## src/rtl/popcount_pattern_gen.sv

```systemverilog
// Enumerates every WIDTH-bit word with exactly K ones, in ascending order, over a
// valid/ready stream. Successor words are produced by Gosper's hack with no divider.
module popcount_pattern_gen #(
    parameter int WIDTH = 8,
    parameter int KW    = $clog2(WIDTH + 1)
) (
    input  logic             clk,
    input  logic             reset,
    input  logic             start,
    input  logic [KW-1:0]    k,
    output logic             busy,
    output logic             err,
    output logic             out_valid,
    input  logic             out_ready,
    output logic [WIDTH-1:0] out_word,
    output logic             out_last,
    output logic [WIDTH-1:0] out_index,
    output logic             done
);

    typedef enum logic [0:0] {
        IDLE = 1'b0,
        EMIT = 1'b1
    } state_e;

    state_e           state_q, state_d;
    logic [WIDTH-1:0] word_q, word_d;
    logic [WIDTH-1:0] index_q, index_d;
    logic [WIDTH-1:0] top_q, top_d;
    logic             last_q, last_d;
    logic             err_q, err_d;
    logic             done_q, done_d;

    logic [WIDTH:0]   ones_s;
    logic [WIDTH-1:0] top_s;
    logic [WIDTH:0]   w_ext_s, c_s, r_s, x_s, next_s;
    logic             k_bad_s;

    // Position of the single set bit in a one-hot (or zero) vector.
    function automatic logic [KW-1:0] tz_f(input logic [WIDTH:0] v);
        logic [KW-1:0] pos;
        pos = '0;
        for (int i = WIDTH; i >= 0; i--) begin
            if (v[i]) begin
                pos = KW'(i);
            end else begin
                pos = pos;
            end
        end
        return pos;
    endfunction

    // First and final pattern of the sweep for the requested k.
    assign ones_s  = ({{WIDTH{1'b0}}, 1'b1} << k) - {{WIDTH{1'b0}}, 1'b1};
    assign top_s   = ones_s[WIDTH-1:0] << (KW'(WIDTH) - k);
    assign k_bad_s = ({1'b0, k} > (KW + 1)'(WIDTH));

    // Successor is evaluated one bit wider so the carry out of r is not lost.
    assign w_ext_s = {1'b0, word_q};
    assign c_s     = w_ext_s & (~w_ext_s + {{WIDTH{1'b0}}, 1'b1});
    assign r_s     = w_ext_s + c_s;
    assign x_s     = (r_s ^ w_ext_s) >> 2;
    assign next_s  = r_s | (x_s >> tz_f(c_s));

    // Next-state and datapath update.
    always_comb begin
        state_d = state_q;
        word_d  = word_q;
        index_d = index_q;
        top_d   = top_q;
        last_d  = last_q;
        err_d   = 1'b0;
        done_d  = 1'b0;
        case (state_q)
            IDLE: begin
                if (start && k_bad_s) begin
                    err_d = 1'b1;
                end else if (start) begin
                    state_d = EMIT;
                    word_d  = ones_s[WIDTH-1:0];
                    index_d = '0;
                    top_d   = top_s;
                    last_d  = (ones_s[WIDTH-1:0] == top_s);
                end else begin
                    state_d = IDLE;
                end
            end
            EMIT: begin
                if (out_ready && last_q) begin
                    state_d = IDLE;
                    last_d  = 1'b0;
                    done_d  = 1'b1;
                end else if (out_ready) begin
                    word_d  = next_s[WIDTH-1:0];
                    index_d = index_q + {{(WIDTH-1){1'b0}}, 1'b1};
                    last_d  = (next_s[WIDTH-1:0] == top_q);
                end else begin
                    state_d = EMIT;
                end
            end
            default: begin
                state_d = IDLE;
            end
        endcase
    end

    // State and output registers; reset wins over every input.
    always_ff @(posedge clk) begin
        if (reset) begin
            state_q <= IDLE;
            word_q  <= '0;
            index_q <= '0;
            top_q   <= '0;
            last_q  <= 1'b0;
            err_q   <= 1'b0;
            done_q  <= 1'b0;
        end else begin
            state_q <= state_d;
            word_q  <= word_d;
            index_q <= index_d;
            top_q   <= top_d;
            last_q  <= last_d;
            err_q   <= err_d;
            done_q  <= done_d;
        end
    end

    assign busy      = (state_q == EMIT);
    assign out_valid = (state_q == EMIT);
    assign out_word  = word_q;
    assign out_index = index_q;
    assign out_last  = last_q;
    assign err       = err_q;
    assign done      = done_q;

endmodule

```

## config.mk

```make
export PLATFORM = sky130hd
export DESIGN_NAME = popcount_pattern_gen
export DESIGN_NICKNAME = d
export VERILOG_FILES = /design/src/rtl/popcount_pattern_gen.sv
export SDC_FILE = /design/constraint.sdc
export NUM_CORES = 1
export LEC_CHECK = 0
export ABC_CLOCK_PERIOD_IN_PS = 4200
export BUFFER_PORTS_ARGS = -buffer_cell sky130_fd_sc_hd__buf_2
export CAP_MARGIN = 25
export CORE_MARGIN = 5
export CORE_UTILIZATION = 55
export DETAILED_ROUTE_END_ITERATION = 8
export MAX_ROUTING_LAYER = met4
export PLACE_DENSITY = 0.75
export RECOVER_POWER = 25
export SLEW_MARGIN = 40
export SYNTH_ARGS = -nofsm -noshare
export SYNTH_HDL_FRONTEND = slang
export SYNTH_SLANG_ARGS = --single-unit
```

## constraint.sdc

```tcl
create_clock -name clk -period 4.2 [get_ports clk]
set_input_delay 0.84 -clock clk [delete_from_list [all_inputs] [get_ports clk]]
set_output_delay 0.84 -clock clk [all_outputs]
set_load 0.02 [all_outputs]
```

# Yosys cells after proc, flatten, opt, wreduce, memory -nomap -nowiden
# Cells that the tools add are included.
# classes
mul	0
n_shift	3
muxes	30
order_cmp	1
div_mod_pow	0
n_bitwise	6
n_reduce_logical	7
eq_ne	7
add_sub_neg	5
# op_table
operator	n
2-to-1 mux 8 bit	8
2-to-1 mux 4 bit	9
case mux 8 bit (2 select lines)	2
== test 8 bit	2
adder 8 x 9 -> 9 bit	1
adder 9 x 1 -> 9 bit, second input constant	1
AND 8 x 9 -> 9 bit	1
2-to-1 mux 1 bit	9
NOT 8 -> 9 bit	1
bitwise XOR 9 x 8 -> 9 bit	1
adder 8 x 1 -> 8 bit, second input constant	1
inequality test 2 bit, second input constant	4
bitwise OR 8 bit	1
<< shifter 1 x 4 -> 8 bit, first input constant	1
<< shifter 8 x 4 -> 8 bit	1
>> shifter 7 x 4 -> 8 bit	1
subtractor 8 x 1 -> 8 bit, second input constant	1
AND reduction 3 bit	2
> comparator 4 bit, second input constant	1
case mux 1 bit (2 select lines)	2
AND reduction 4 bit	1
OR reduction 2 bit	2
subtractor 4 bit, first input constant	1
inequality test 3 x 2 -> 1 bit, second input constant	1
2 further kinds	4
# totals
romBits	0
wordCells	66
mem_bits_rw	0
output_inout_bits	21
in_bits	8
mem_count	0
latchBits	0
register_bits	28

# Logic depth before layout (Yosys ltp)
# depth
word_depth	18
mapped_depth	15
mapped_depth_nobuf	14

# Least setup slack after synthesis
# OpenSTA, ideal clock, no wires.
# synth_path
path_kind	input port to flip-flop
from	input k[0]
to	register last_q (netlist: out_last)
t_required_ns	4.080
stages	13
path_buffers	0
arrival_time_ns	3.422
setup_ns	0.120
slack_ns	0.658
cell_sequence	inv_1 > ha_1 > ha_1 > nor2b_1 > inv_1 > ha_1 > xor2_1 > o21ai_0 > a2bb2oi_1 > a211oi_1 > xnor2_1 > nor4_1 > a211o_1
# synth_between
elab_chain_len	7
# synth_lines
element	line_no	rtl
start: declaration	10	input logic [KW-1:0] k,
<< shifter 1 x 4 -> 8 bit	54	assign ones_s = ({{WIDTH{1'b0}}, 1'b1} << k) - {{WIDTH{1'b0}}, 1'b1};
subtractor 8 x 1 -> 8 bit	54	
<< shifter 8 x 4 -> 8 bit	55	assign top_s = ones_s[WIDTH-1:0] << (KW'(WIDTH) - k);
== test 8 bit	83	last_d = (ones_s[WIDTH-1:0] == top_s);
2-to-1 mux 1 bit	78	end else if (start) begin
2-to-1 mux 1 bit	76	if (start && k_bad_s) begin
case mux 1 bit (2 select lines)	74	case (state_q)
end signal: assignment	122	last_q <= last_d;
end: declaration	30	logic last_q, last_d;
# Several ways; a longest one is shown, not always the timed one. The select of a mux whose other input is x is not followed.
# A chain may end at the register's enable or synchronous reset.

# Worst setup path after layout
# Same ends and word-level chain as after synthesis.

==> flow_summary.ini <==
[worst_setup_path]
crit_path_start_kind = input pin
endpoint_kind = flop
slowest_stage = a211oi_1
r2r-end = out_last$_SDFFE_PP0P_
required_ps = 4380
ff2ff_path_depth = 8
cp_cell_sequence = buf_2 -> inv_1 -> ha_1 -> ha_1 -> nor2b_1 -> inv_1 -> ha_1 -> nand2b_1 -> or4_1 -> a31oi_1 -> a2111oi_0 -> a211oi_1 -> xnor2_1 -> nor4_1 -> a211o_1
crit_path_frequent_cell = ha_1
critical_path_class = in2reg
rr_startpoint = out_word[2]$_SDFFE_PP0P_
r2r_setup_slack_ps = 1150
cpPeakStageDelay_ps = 430
cp_max_fo = 16
crit_arrival_ps = 3950

[final_layout]
drive_above_1_share_pct = 12.9
mostFrequentLayoutCell = nor2_1
seq_area_um2 = 561
mostFrequentLayoutCells = nor2_1 (47), nand2_1 (34), dfxtp_1 (28)
finalNetCount = 411
num_antenna_cells = 0
layout-area-overhead-vs-synth_pct = 8.01
nFillCells = 474
finalCoreUtilization_pct = 62.0
multi_input_area_um2 = 2020

[sta]
worst_pin_slew_ps = 697
fin_crit_ps = 3770
setup_viol = 0
rsz0062_at_grt = no
timing.hold.ws_ps = 485
clock_skew_ps = 9.84
slew_headroom_pct = 52.9
setup-tns-final_ps = 0
drv_slew = 0
finalHoldViolCount = 0
period_share_pct = 89.7
fin_ws_ps = 432
fmax_mhz = 265

[synth]
yosysUniqueCellTypes = 68
synth.avg_cell_area_um2 = 7.23
synth_edf_count = 0
async_reset_ff_share_pct = 0
synth_nets = 396
syn_area_um2 = 2750
ys_ff_latch = 28
synthFlopType = dfxtp_1
synth_seq_area_share_pct = 20.4
yosysWarningCount = 0
syn-instance-count = 380

[placed_design]
io_buffers = 28
gp_congestion = 1.01
dp_hpwl_um = 6010
pre_cts_slack_ps = 171

[cts]
clkTransAtPathRegs_ps = 100
cts.sink_count = 28
root_buffer = clkbuf_8
cts_max_level = 1
clk_path_buf_depth = 2
cts_resized = 0
clk_latency_ps = 280
cts_tree = done
numCtsBuffers = 3
post_cts_buffers = 0
cts_hold_buf = 0

[die]
fp.dieW_um = 80.7
ios = 29
rows = 25
start_util_pct = 57.4
die_h_um = 80.7
dieArea_um2 = 6510
core_um2 = 4790

[worst_hold_path]
hold_path_depth = 2
hold_class = reg2reg
holdPathEnd = top_q[4]$_SDFFE_PP0P_
hp-start = top_q[4]$_SDFFE_PP0P_

[routing]
avgViaCountPerCell = 6.34
drt-initial-drc-count = 207
routed_wl_um = 7880
drc = 0
vias = 2924
ant_nets = 0
wire_per_inst_um = 17.1
drt_pass1_iterations = 4

[power_and_ir_drop]
p_leak_uw = 0.00112
p_per_area_nw_per_um2 = 346
peakVddDrop_mv = 0.164

[status]
status = complete, no violations

[global_route]
grt_pass1_vias = 2640
antenna_found_initial = 0
grt_pass1_wl_um = 12900
gr-usage-all-layers_pct = 25.6
gr-total-overflow = 0
grt_start_max_net_pins = 24

[flow_run]
drv_cap = 0
where the power goes:
part | internal (uW) | total, uW | switching (uW)
clock | 128 | 217 | 89.0
sequential | 282 | 328 | 46.3
combinational | 182 | 481 | 299
how the worst max path moves through the flow:
stage | from | end | slack, ps | cells after the start
detailed placement | k[0] | out_last$_SDFFE_PP0P_ | 170 | 15
global route | k[0] | out_last$_SDFFE_PP0P_ | 150 | 15
global placement | k[0] | out_last$_SDFFE_PP0P_ | 330 | 15
CTS | k[0] | out_last$_SDFFE_PP0P_ | 490 | 15
finish | k[0] | out_last$_SDFFE_PP0P_ | 430 | 15
floorplan | k[0] | out_last$_SDFFE_PP0P_ | 660 | 13
sequential cells by signal, indices dropped and copies added, names as in the netlist:
name       count
out_index      8
out_word       8
top_q          8
busy           1
done           1
err            1
out_last       1
cells by family (layout without fill, tap and decap cells):
| family | count (synthesis) | count (layout) | synth area share, % |
|---|---|---|---|
| xor+xnor | 18 | 18 | 5.74 |
| buf+inv | 39 | 53 | 6.33 |
| compound gates | 111 | 111 | 29.2 |
| fa+ha+maj | 8 | 8 | 3.64 |
| flops | 28 | 28 | 20.4 |
| mux | 10 | 10 | 3.78 |
| simple gates | 166 | 166 | 30.9 |
cell usage after synthesis, drive strengths merged, types with 3 or more instances:
library cell / number / area share (%)
nor2: 47 / 6.4
nand2: 34 / 4.6
dfxtp: 28 / 20
a21oi: 27 / 5.1
clkbuf: 20 / 2.7
o21ai: 17 / 3.2
inv: 14 / 1.9
nand3: 13 / 2.4
nor3: 13 / 2.4
a211oi: 11 / 3.4
nand2b: 11 / 2.5
o211ai: 10 / 2.7
xor2: 10 / 3.2
ha: 8 / 3.6
nor4: 8 / 2.6
or2: 8 / 1.8
xnor2: 8 / 2.6
mux2i: 7 / 2.6
and3: 6 / 1.4
a22oi: 5 / 1.4
buf: 5 / 1.7
nand4: 5 / 1.1
nor2b: 5 / 1.1
nor4b: 4 / 1.3
a21o: 3 / 0.82
a221oi: 3 / 1.4
a32oi: 3 / 0.96
and2: 3 / 0.68
mux2: 3 / 1.2
o22ai: 3 / 0.68
o31ai: 3 / 1.3
cell type report:
class	instances	area share [%]
inverters	14	1.77
clock inverters	1	1.01
repair buffers	35	6.07
clock buffers	3	1.39
well taps	67	2.82
multi-input cells	313	68.0
flip-flops and latches	28	18.9
per-stage QoR:
stage | cell area (um2) | cells | total power, uW
finish | 2970 | 461 | 1030
global route | 2970 | 461 | 1090
CTS | 2970 | 461 | 1020
detailed placement | 2900 | 457 | 802
global placement | 2900 | 457 | 803
floorplan | 2750 | 380 | 705
worst max-delay path: cells and delay by family:
family                     cells  cell delay, ps
AOI/OAI and AO/OA              4             960
and+or+nand+nor                4             750
buffers and inverters          3             470
xor gates and xnor gates       1             170
adders and majority gates      3             780
per-layer routing:
| metal | share of wire [%] | GRT usage, % | vias to the layer above |
|---|---|---|---|
| li1 | - | - | 1425 |
| met1 | 44 | 32.3 | 1346 |
| met2 | 47 | 41.7 | 130 |
| met3 | 6.1 | 3.48 | 23 |
| met4 | 2.7 | 9.63 | 0 |
| met5 | 0 | - | - |
Note: power is estimated with default switching activity, not from simulation.
